--- src/rtl/cart_mem_arbiter_if.sv ---
// cart_mem_arbiter_if
//   SDRAM request/acknowledge bus between the cartridge memory arbiter and
//   the SDRAM controller.
//   master : arbiter side, drives the request, direction, address and write data.
//   slave  : controller side, returns the ack pulse and the read data.
//   Signals:
//     sdram_req  - request, held until sdram_ack
//     sdram_we   - 1 = write, 0 = read
//     sdram_addr - byte address (ADDR_W bits)
//     sdram_din  - write data
//     sdram_ack  - one-cycle completion pulse
//     sdram_dout - read data, valid with sdram_ack
interface cart_mem_arbiter_if #(
    parameter int ADDR_W = 25
);
    logic              sdram_req;
    logic              sdram_we;
    logic [ADDR_W-1:0] sdram_addr;
    logic [7:0]        sdram_din;
    logic              sdram_ack;
    logic [7:0]        sdram_dout;

    modport master (
        output sdram_req, sdram_we, sdram_addr, sdram_din,
        input  sdram_ack, sdram_dout
    );

    modport slave (
        input  sdram_req, sdram_we, sdram_addr, sdram_din,
        output sdram_ack, sdram_dout
    );
endinterface

--- src/rtl/cart_mem_arbiter.sv ---
// cart_mem_arbiter
//   Shares the single SDRAM port that holds cartridge ROM images between CPU
//   cartridge reads (already translated by the slot mappers) and ROM-image
//   writes from the loader. CPU offsets are relocated by a per-slot base
//   address; unmapped CPU reads are answered locally with FFh.
//   Ports:
//     clk, reset_n            - clock, asynchronous active-low reset
//     cpu_req/cart_num/mem_addr/mem_unmaped - CPU read pulse and its fields
//     cart_base0/cart_base1   - SDRAM base of each slot's image (static)
//     cpu_wait/cpu_data       - Z80 WAIT (combinational) and read data
//     ld_req/ld_addr/ld_data  - loader write pulse, absolute address, data
//     ld_ack                  - one-cycle pulse when the loader write is done
//     sdram                   - SDRAM bus (master side)
module cart_mem_arbiter #(
    parameter int ADDR_W = 25
) (
    input  logic                  clk,
    input  logic                  reset_n,
    input  logic                  cpu_req,
    input  logic                  cart_num,
    input  logic [ADDR_W-1:0]     mem_addr,
    input  logic                  mem_unmaped,
    input  logic [ADDR_W-1:0]     cart_base0,
    input  logic [ADDR_W-1:0]     cart_base1,
    output logic                  cpu_wait,
    output logic [7:0]            cpu_data,
    input  logic                  ld_req,
    input  logic [ADDR_W-1:0]     ld_addr,
    input  logic [7:0]            ld_data,
    output logic                  ld_ack,
    cart_mem_arbiter_if.master    sdram
);

    typedef enum logic [1:0] {
        ST_IDLE,
        ST_BUSY,
        ST_DONE
    } state_t;

    localparam logic GNT_CPU = 1'b0;
    localparam logic GNT_LD  = 1'b1;

    state_t            state_q, state_d;
    logic              grant_q, grant_d;
    logic              last_grant_q, last_grant_d;
    logic              cpu_pend_q, cpu_pend_d;
    logic [ADDR_W-1:0] cpu_addr_q, cpu_addr_d;
    logic              ld_pend_q, ld_pend_d;
    logic [ADDR_W-1:0] ld_addr_q, ld_addr_d;
    logic [7:0]        ld_data_q, ld_data_d;
    logic [7:0]        cpu_data_q, cpu_data_d;
    logic              ld_ack_q, ld_ack_d;
    logic              req_q, req_d;
    logic              we_q, we_d;
    logic [ADDR_W-1:0] addr_q, addr_d;
    logic [7:0]        din_q, din_d;

    logic [ADDR_W-1:0] cpu_abs;
    logic              pick_ld;

    // Relocation wraps modulo 2^ADDR_W by truncation of the sum.
    assign cpu_abs = (cart_num ? cart_base1 : cart_base0) + mem_addr;

    // Round-robin: the CPU wins unless only the loader waits, or both wait
    // and the CPU was served last.
    assign pick_ld = !(cpu_pend_q && (!ld_pend_q || last_grant_q == GNT_LD));

    always_comb begin
        state_d      = state_q;
        grant_d      = grant_q;
        last_grant_d = last_grant_q;
        cpu_pend_d   = cpu_pend_q;
        cpu_addr_d   = cpu_addr_q;
        ld_pend_d    = ld_pend_q;
        ld_addr_d    = ld_addr_q;
        ld_data_d    = ld_data_q;
        cpu_data_d   = cpu_data_q;
        ld_ack_d     = 1'b0;
        req_d        = req_q;
        we_d         = we_q;
        addr_d       = addr_q;
        din_d        = din_q;

        // Requests landing on an already-set latch are dropped.
        if (cpu_req && !mem_unmaped && !cpu_pend_q) begin
            cpu_pend_d = 1'b1;
            cpu_addr_d = cpu_abs;
        end
        if (cpu_req && mem_unmaped)
            cpu_data_d = 8'hFF;
        if (ld_req && !ld_pend_q) begin
            ld_pend_d = 1'b1;
            ld_addr_d = ld_addr;
            ld_data_d = ld_data;
        end

        case (state_q)
            ST_IDLE: begin
                if (cpu_pend_q || ld_pend_q) begin
                    grant_d      = pick_ld;
                    last_grant_d = pick_ld;
                    req_d        = 1'b1;
                    we_d         = pick_ld;
                    addr_d       = pick_ld ? ld_addr_q : cpu_addr_q;
                    din_d        = pick_ld ? ld_data_q : 8'h00;
                    state_d      = ST_BUSY;
                end
            end
            ST_BUSY: begin
                if (sdram.sdram_ack) begin
                    req_d   = 1'b0;
                    state_d = ST_DONE;
                    if (grant_q == GNT_CPU) begin
                        cpu_data_d = sdram.sdram_dout;
                        cpu_pend_d = 1'b0;
                    end else begin
                        ld_pend_d = 1'b0;
                        ld_ack_d  = 1'b1;
                    end
                end
            end
            ST_DONE: begin
                state_d = ST_IDLE;
            end
            default: begin
                state_d = ST_IDLE;
                req_d   = 1'b0;
            end
        endcase
    end

    always_ff @(posedge clk or negedge reset_n) begin
        if (!reset_n) begin
            state_q      <= ST_IDLE;
            grant_q      <= GNT_CPU;
            last_grant_q <= GNT_LD;
            cpu_pend_q   <= 1'b0;
            cpu_addr_q   <= '0;
            ld_pend_q    <= 1'b0;
            ld_addr_q    <= '0;
            ld_data_q    <= 8'h00;
            cpu_data_q   <= 8'hFF;
            ld_ack_q     <= 1'b0;
            req_q        <= 1'b0;
            we_q         <= 1'b0;
            addr_q       <= '0;
            din_q        <= 8'h00;
        end else begin
            state_q      <= state_d;
            grant_q      <= grant_d;
            last_grant_q <= last_grant_d;
            cpu_pend_q   <= cpu_pend_d;
            cpu_addr_q   <= cpu_addr_d;
            ld_pend_q    <= ld_pend_d;
            ld_addr_q    <= ld_addr_d;
            ld_data_q    <= ld_data_d;
            cpu_data_q   <= cpu_data_d;
            ld_ack_q     <= ld_ack_d;
            req_q        <= req_d;
            we_q         <= we_d;
            addr_q       <= addr_d;
            din_q        <= din_d;
        end
    end

    // WAIT must be valid in the request cycle itself, hence combinational.
    assign cpu_wait = (cpu_req & ~mem_unmaped) | cpu_pend_q;
    assign cpu_data = cpu_data_q;
    assign ld_ack   = ld_ack_q;

    assign sdram.sdram_req  = req_q;
    assign sdram.sdram_we   = we_q;
    assign sdram.sdram_addr = addr_q;
    assign sdram.sdram_din  = din_q;

endmodule
--- src/flat_wrapper.sv ---
// flat-port wrapper written by rule: the top's interface ports become plain ports
module cart_mem_arbiter_flat 
#(
    parameter int ADDR_W = 25
)
  (clk, reset_n, cpu_req, cart_num, mem_addr, mem_unmaped, cart_base0, cart_base1, cpu_wait, cpu_data, ld_req, ld_addr, ld_data, ld_ack, sdram_sdram_req, sdram_sdram_we, sdram_sdram_addr, sdram_sdram_din, sdram_sdram_ack, sdram_sdram_dout);
  cart_mem_arbiter_if #(.ADDR_W(ADDR_W)) sdram_i ();
  input  logic clk;
  input  logic reset_n;
  input  logic cpu_req;
  input  logic cart_num;
  input  logic [ADDR_W-1:0] mem_addr;
  input  logic mem_unmaped;
  input  logic [ADDR_W-1:0] cart_base0;
  input  logic [ADDR_W-1:0] cart_base1;
  output logic cpu_wait;
  output logic [7:0] cpu_data;
  input  logic ld_req;
  input  logic [ADDR_W-1:0] ld_addr;
  input  logic [7:0] ld_data;
  output logic ld_ack;
  output wire logic [$bits(sdram_i.sdram_req)-1:0] sdram_sdram_req;
  output wire logic [$bits(sdram_i.sdram_we)-1:0] sdram_sdram_we;
  output wire logic [$bits(sdram_i.sdram_addr)-1:0] sdram_sdram_addr;
  output wire logic [$bits(sdram_i.sdram_din)-1:0] sdram_sdram_din;
  input wire logic [$bits(sdram_i.sdram_ack)-1:0] sdram_sdram_ack;
  input wire logic [$bits(sdram_i.sdram_dout)-1:0] sdram_sdram_dout;
  assign sdram_sdram_req = sdram_i.sdram_req;
  assign sdram_sdram_we = sdram_i.sdram_we;
  assign sdram_sdram_addr = sdram_i.sdram_addr;
  assign sdram_sdram_din = sdram_i.sdram_din;
  assign sdram_i.sdram_ack = sdram_sdram_ack;
  assign sdram_i.sdram_dout = sdram_sdram_dout;
  cart_mem_arbiter #(.ADDR_W(ADDR_W)) u_core (.clk(clk), .reset_n(reset_n), .cpu_req(cpu_req), .cart_num(cart_num), .mem_addr(mem_addr), .mem_unmaped(mem_unmaped), .cart_base0(cart_base0), .cart_base1(cart_base1), .cpu_wait(cpu_wait), .cpu_data(cpu_data), .ld_req(ld_req), .ld_addr(ld_addr), .ld_data(ld_data), .ld_ack(ld_ack), .sdram(sdram_i));
endmodule
--- config.mk ---
export PLATFORM = sky130hd
export DESIGN_NAME = cart_mem_arbiter_flat
export DESIGN_NICKNAME = d
export VERILOG_FILES = /design/src/rtl/cart_mem_arbiter_if.sv /design/src/rtl/cart_mem_arbiter.sv /design/src/flat_wrapper.sv
export SDC_FILE = /design/constraint.sdc
export NUM_CORES = 1
export LEC_CHECK = 0
export BUFFER_PORTS_ARGS = -buffer_cell sky130_fd_sc_hd__buf_2
export CELL_PAD_IN_SITES_DETAIL_PLACEMENT = 0
export CELL_PAD_IN_SITES_GLOBAL_PLACEMENT = 1
export CORE_MARGIN = 4
export CORE_UTILIZATION = 36
export DETAILED_ROUTE_END_ITERATION = 8
export GPL_ROUTABILITY_DRIVEN = 0
export PLACE_DENSITY_LB_ADDON = 0.1
export SLEW_MARGIN = 20
export SYNTH_ARGS = -nofsm -noshare
export SYNTH_HDL_FRONTEND = slang
export SYNTH_SLANG_ARGS = --single-unit
export TNS_END_PERCENT = 100
--- constraint.sdc ---
create_clock -name clk -period 1.52 [get_ports clk]
set_input_delay 0.076 -clock clk [delete_from_list [all_inputs] [get_ports clk]]
set_output_delay 0.076 -clock clk [all_outputs]
set_load 0.03 [all_outputs]
Word level (Yosys, flattened, before mapping). Index checks and enable logic that the tools add are counted.

Add/subtract/negate cells: 1. Bitwise gates (word level): 4. Equal/unequal tests: 4. Muxes and demuxes: 24. Reduce and logical (&&, ||, !) cells: 15.

Operators with widths (number): two-way mux 25 bit (2); two-way mux 8 bit (5); adder 25 bit (1); two-way mux 1 bit (13); logical AND 1 bit (5); zero test 1 bit (4); two-way mux 2 bit (2); one-hot mux 2 bit (2 select lines) (1); AND reduction 2 bit (2); one-hot mux 1 bit (3 select lines) (1); AND reduction 3 bit (1); == test 2 x 1 -> 1 bit (second input constant) (1); == test 2 bit (second input constant) (1); zero test 2 bit (1); logical OR 1 bit (2); inequality test 2 x 1 -> 1 bit (second input constant) (1); inequality test 2 bit (second input constant) (1); inverter 1 bit (2); bitwise AND 1 bit (1); OR 1 bit (1).

Output and inout port bits: 45. Register bits: 107.

Logic depth before layout (Yosys ltp).
Word-level depth: 7. Depth in mapped cells: 12. Gate-level depth less buffers: 10.

Worst setup path after synthesis. OpenSTA, ideal clock, no wires.

Path type: input-to-reg. Start point: input port cart_num. End point: register u_core.cpu_addr_q[22]. Slack: -1.281 ns. Stages: 12. Arrival time: 2.714 ns. Buffers on the path: 2. Cells stage by stage: clkbuf_1 > buf_1 > mux2_2 > ha_1 > inv_1 > fa_1 > nand2b_1 > a21oi_1 > o2111ai_2 > a21o_1 > a2111o_1 > o211ai_1.

Cells in the longest elaborated chain, start to end: 2.

RTL lines: start, declared (RTL line flat_wrapper.sv:11) `input logic cart_num;`; two-way mux 25 bit (RTL line cart_mem_arbiter.sv:62) `assign cpu_abs = (cart_num ? cart_base1 : cart_base0) + mem_addr;`; adder 25 bit (RTL line cart_mem_arbiter.sv:62); end signal, assigned (RTL line cart_mem_arbiter.sv:153) `cpu_addr_q <= cpu_addr_d;`; end, declared (RTL line cart_mem_arbiter.sv:47) `logic [ADDR_W-1:0] cpu_addr_q, cpu_addr_d;`.

Every way passes these cells. A chain may end at the register's enable or synchronous reset.

Worst setup path in the final report.
Start point: input port cart_num. End point: register u_core.cpu_addr_q[21].

The elaborated chain is that of the path after synthesis.

==> results.cfg <==
[clocking]
cts.sinks = 107
cts_tree = yes
clkTransAtPathRegs_ns = 0.07
clockRootBuffer = clkbuf_16
numCtsBuffers = 9
clk_path_buf_depth = 2
htree_levels = 3
clkLatencyLatePin_ns = 0.34

[floorplan]
die_w_microns = 136
initial_utilization_pct = 36.8
io_pins = 168
num_rows = 46
dieArea_sq_mm = 0.0184
core_sq_mm = 0.0159
die_height_microns = 136

[detailed_routing]
dr_total_vias = 5275
final_antenna_net_count = 0
wire_per_inst_microns = 15.3
drt_iter0_markers = 274
totalWireLength_mm = 16.7
vias_per_cell = 4.83
first_pass_iters = 4
drc = 0

[power]
power_uw = 14100
powerDensity_mw_per_mm2 = 1550
vdd_drop_max_uv = 762
leakagePower_uw = 0.00417

[timing]
rsz0062_at_grt = yes
fin_ws_ns = -0.477
fin_worst_skew_ns = 0.00725
worst_slew_pin_slew_ns = 0.529
min_period_ns = 2.00
fmax_ghz = 0.501
drv_slew = 0
finalCritPeriodShare_pct = 131
fin_tns_setup_ns = -6.47
hold_viol = 0
slew-limit-headroom_pct = 64.7
setup_viol = 19

[cells_and_area]
layout-drive-gt1-share_pct = 48.3
syn_to_final_growth_pct = 54.9
nNetsFinal = 1019
finish.utilization_pct = 57.0
insertedDiodeCount = 0
fin_cells = 1092

[worst_hold_path]
hold_class = input port to register
min_from = ld_addr[12]
holdPathStages = 2
min_to = u_core.ld_addr_q[12]

[setup_path]
reg2reg_slack_ns = 0.09
ff2ff_path_depth = 5
path_max_fanout = 8
cp_data_required_time_ns = 1.76
slowest_stage = a311oi_2
slowest_delay_ns = 0.32
crit_path_frequent_cell = buf_12
crit_arrival_ns = 2.24
critical_path.endpoint_type = register
startpoint_type = input port
r2r-end = u_core.sdram.sdram_addr[3]
rr_startpoint = u_core.ld_pend_q
crit_chain = buf_12 > buf_12 > buf_6 > mux2_4 > ha_4 > nand3_2 > or3_1 > a31o_1 > a311oi_2 > nor3_2 > o31ai_2
cp_top_family = compound AO/OA/AOI/OAI gates
critical_path_class = input port to register
path_buf_inv = 3

[global_route]
antenna_found_initial = 0
grt_max_degree = 62
grt_usage_pct = 17.9
grt_pass1_wl_mm = 26.7
grt_pass1_vias = 5423
grt_overflow = 0

[yosys]
synth_flop_cell = dfrtp_1
yosys.area.top_type_share_pct = 41.8
ys_seq_area_share_pct = 45.8
ys_seq_elements = 107
synth_top_area_cell = dfrtp_1
synth.distinct_cells = 50
ys_top_cells_by_area = dfrtp_1, mux2_2, nand2_1
async_reset_ff_share_pct = 100
synth_area_per_cell_sq_um = 10.0
netlist_instances = 584
synth-edff-count = 0
ys.warnings.count = 0
syn-cell-area_sq_mm = 0.00587
syn_nets = 732

[job]
drv_cap = 0

[placed_design]
dp_hpwl_mm = 12.5
pre_cts_ws_ns = -0.918
portBuffers = 167
dp.cells = 1021

[run_status]
status = finished, violations left
violations = negative setup slack
## layer usage
layer | global-route usage (%) | vias up | share of wire, %
li1 | - | 2668 | -
met1 | 25.2 | 2446 | 48
met2 | 29.1 | 146 | 46
met3 | 2.38 | 15 | 4.9
met4 | 5.10 | 0 | 1.3
met5 | 0 | - | 0
## cell families (layout without fill, tap and decap cells)
| group | Yosys count | in the layout | share of synthesized area (%) |
|---|---|---|---|
| adders and majority gates | 25 | 25 | 5.46 |
| xor gates and xnor gates | 13 | 13 | 1.94 |
| muxes | 85 | 85 | 15.7 |
| AOI/OAI and AO/OA | 151 | 151 | 16.2 |
| DFF | 107 | 107 | 45.8 |
| buffers and inverters | 44 | 336 | 2.90 |
| and+or+nand+nor | 159 | 159 | 11.9 |
## state kept, by name, summed over array words and instances (netlist names)
signal and cells:
u_core.ld_data_q 8, u_core.cpu_data 8, u_core.ld_pend_q 1, u_core.sdram.sdram_req 1, u_core.cpu_addr_q 25, u_core.sdram.sdram_we 1, u_core.ld_addr_q 25, u_core.ld_ack 1
u_core.cpu_pend_q 1, u_core.last_grant_q 1, u_core.sdram.sdram_din 8, u_core.sdram.sdram_addr 25, u_core.state_q 2
## power breakdown
group	switching [uW]	total (uW)	internal (uW)
Sequential	804	5120	4320
Clock	1030	2230	1200
Combinational	3720	6770	3040
## cell usage after synthesis, types with 5 or more instances
| cell | count |
|---|---|
| dfrtp_1 | 98 |
| nand2_1 | 82 |
| o21ai_0 | 60 |
| mux2_2 | 56 |
| nor2_1 | 32 |
| a21oi_1 | 31 |
| mux2i_1 | 29 |
| clkbuf_1 | 27 |
| ha_1 | 24 |
| inv_1 | 10 |
| nand3_1 | 10 |
| dfstp_2 | 9 |
| o21a_1 | 9 |
| a22o_1 | 8 |
| nor3_1 | 7 |
| xnor2_1 | 7 |
| nand4_1 | 6 |
| xor2_1 | 6 |
| a21o_1 | 5 |
| o31ai_1 | 5 |
## layout by cell type, fill, tap and decap left out, types with 10 or more instances in the layout
master         synthesis  routed
buf_2                  4     165
dfrtp_1               98      97
buf_4                  0      82
nand2_1               82      80
mux2_2                56      49
dlygate4sd3_1          0      43
o21ai_0               60      42
nor2_1                32      29
mux2i_1               29      28
ha_4                   0      17
a21oi_1               31      15
o21ai_1                1      14
a21oi_2                0      11
clkbuf_16              0      10
buf_6                  0      10
## per-stage QoR
stage,hold slack [ns],area [sq um]
after CTS,0.00732,8930
after global routing,0.0127,9090
after global placement,0.0825,7890
after floorplan,-0.220,6220
final,0.0349,9090
after detailed placement,0.0924,7890
## what timing repair did
action                     CTS  global route
setup buffers                5             5
resized for setup           59            22
hold buffers                43             0
hold endpoints to repair    69             0
pin swaps                   33            19
cloned                       1             1
setup endpoints to repair   20            52
## final cells by class
type                            count  area, sq um
Clock inverter                      5         37.5
Tap cell                          216          270
Clock buffer                       11          253
Inverter                           10         37.5
Timing Repair Buffer              310         2200
Fill cell                        1447         6860
Multi-Input combinational cell    433         3600
Sequential cell                   107         2690
## worst max path at each step
stage,from,to,slack (ns),depth (start not counted)
detailed placement,cart_num,u_core.cpu_addr_q[16],-0.92,13
finish,cart_num,u_core.cpu_addr_q[21],-0.48,11
global route,cart_num,u_core.cpu_addr_q[14],-0.57,10
floorplan,cart_num,u_core.cpu_addr_q[22],-0.75,12
global placement,cart_num,u_core.cpu_addr_q[16],-0.84,13
CTS,cart_num,u_core.cpu_addr_q[22],-0.46,12
(Power assumes the default switching activity.)
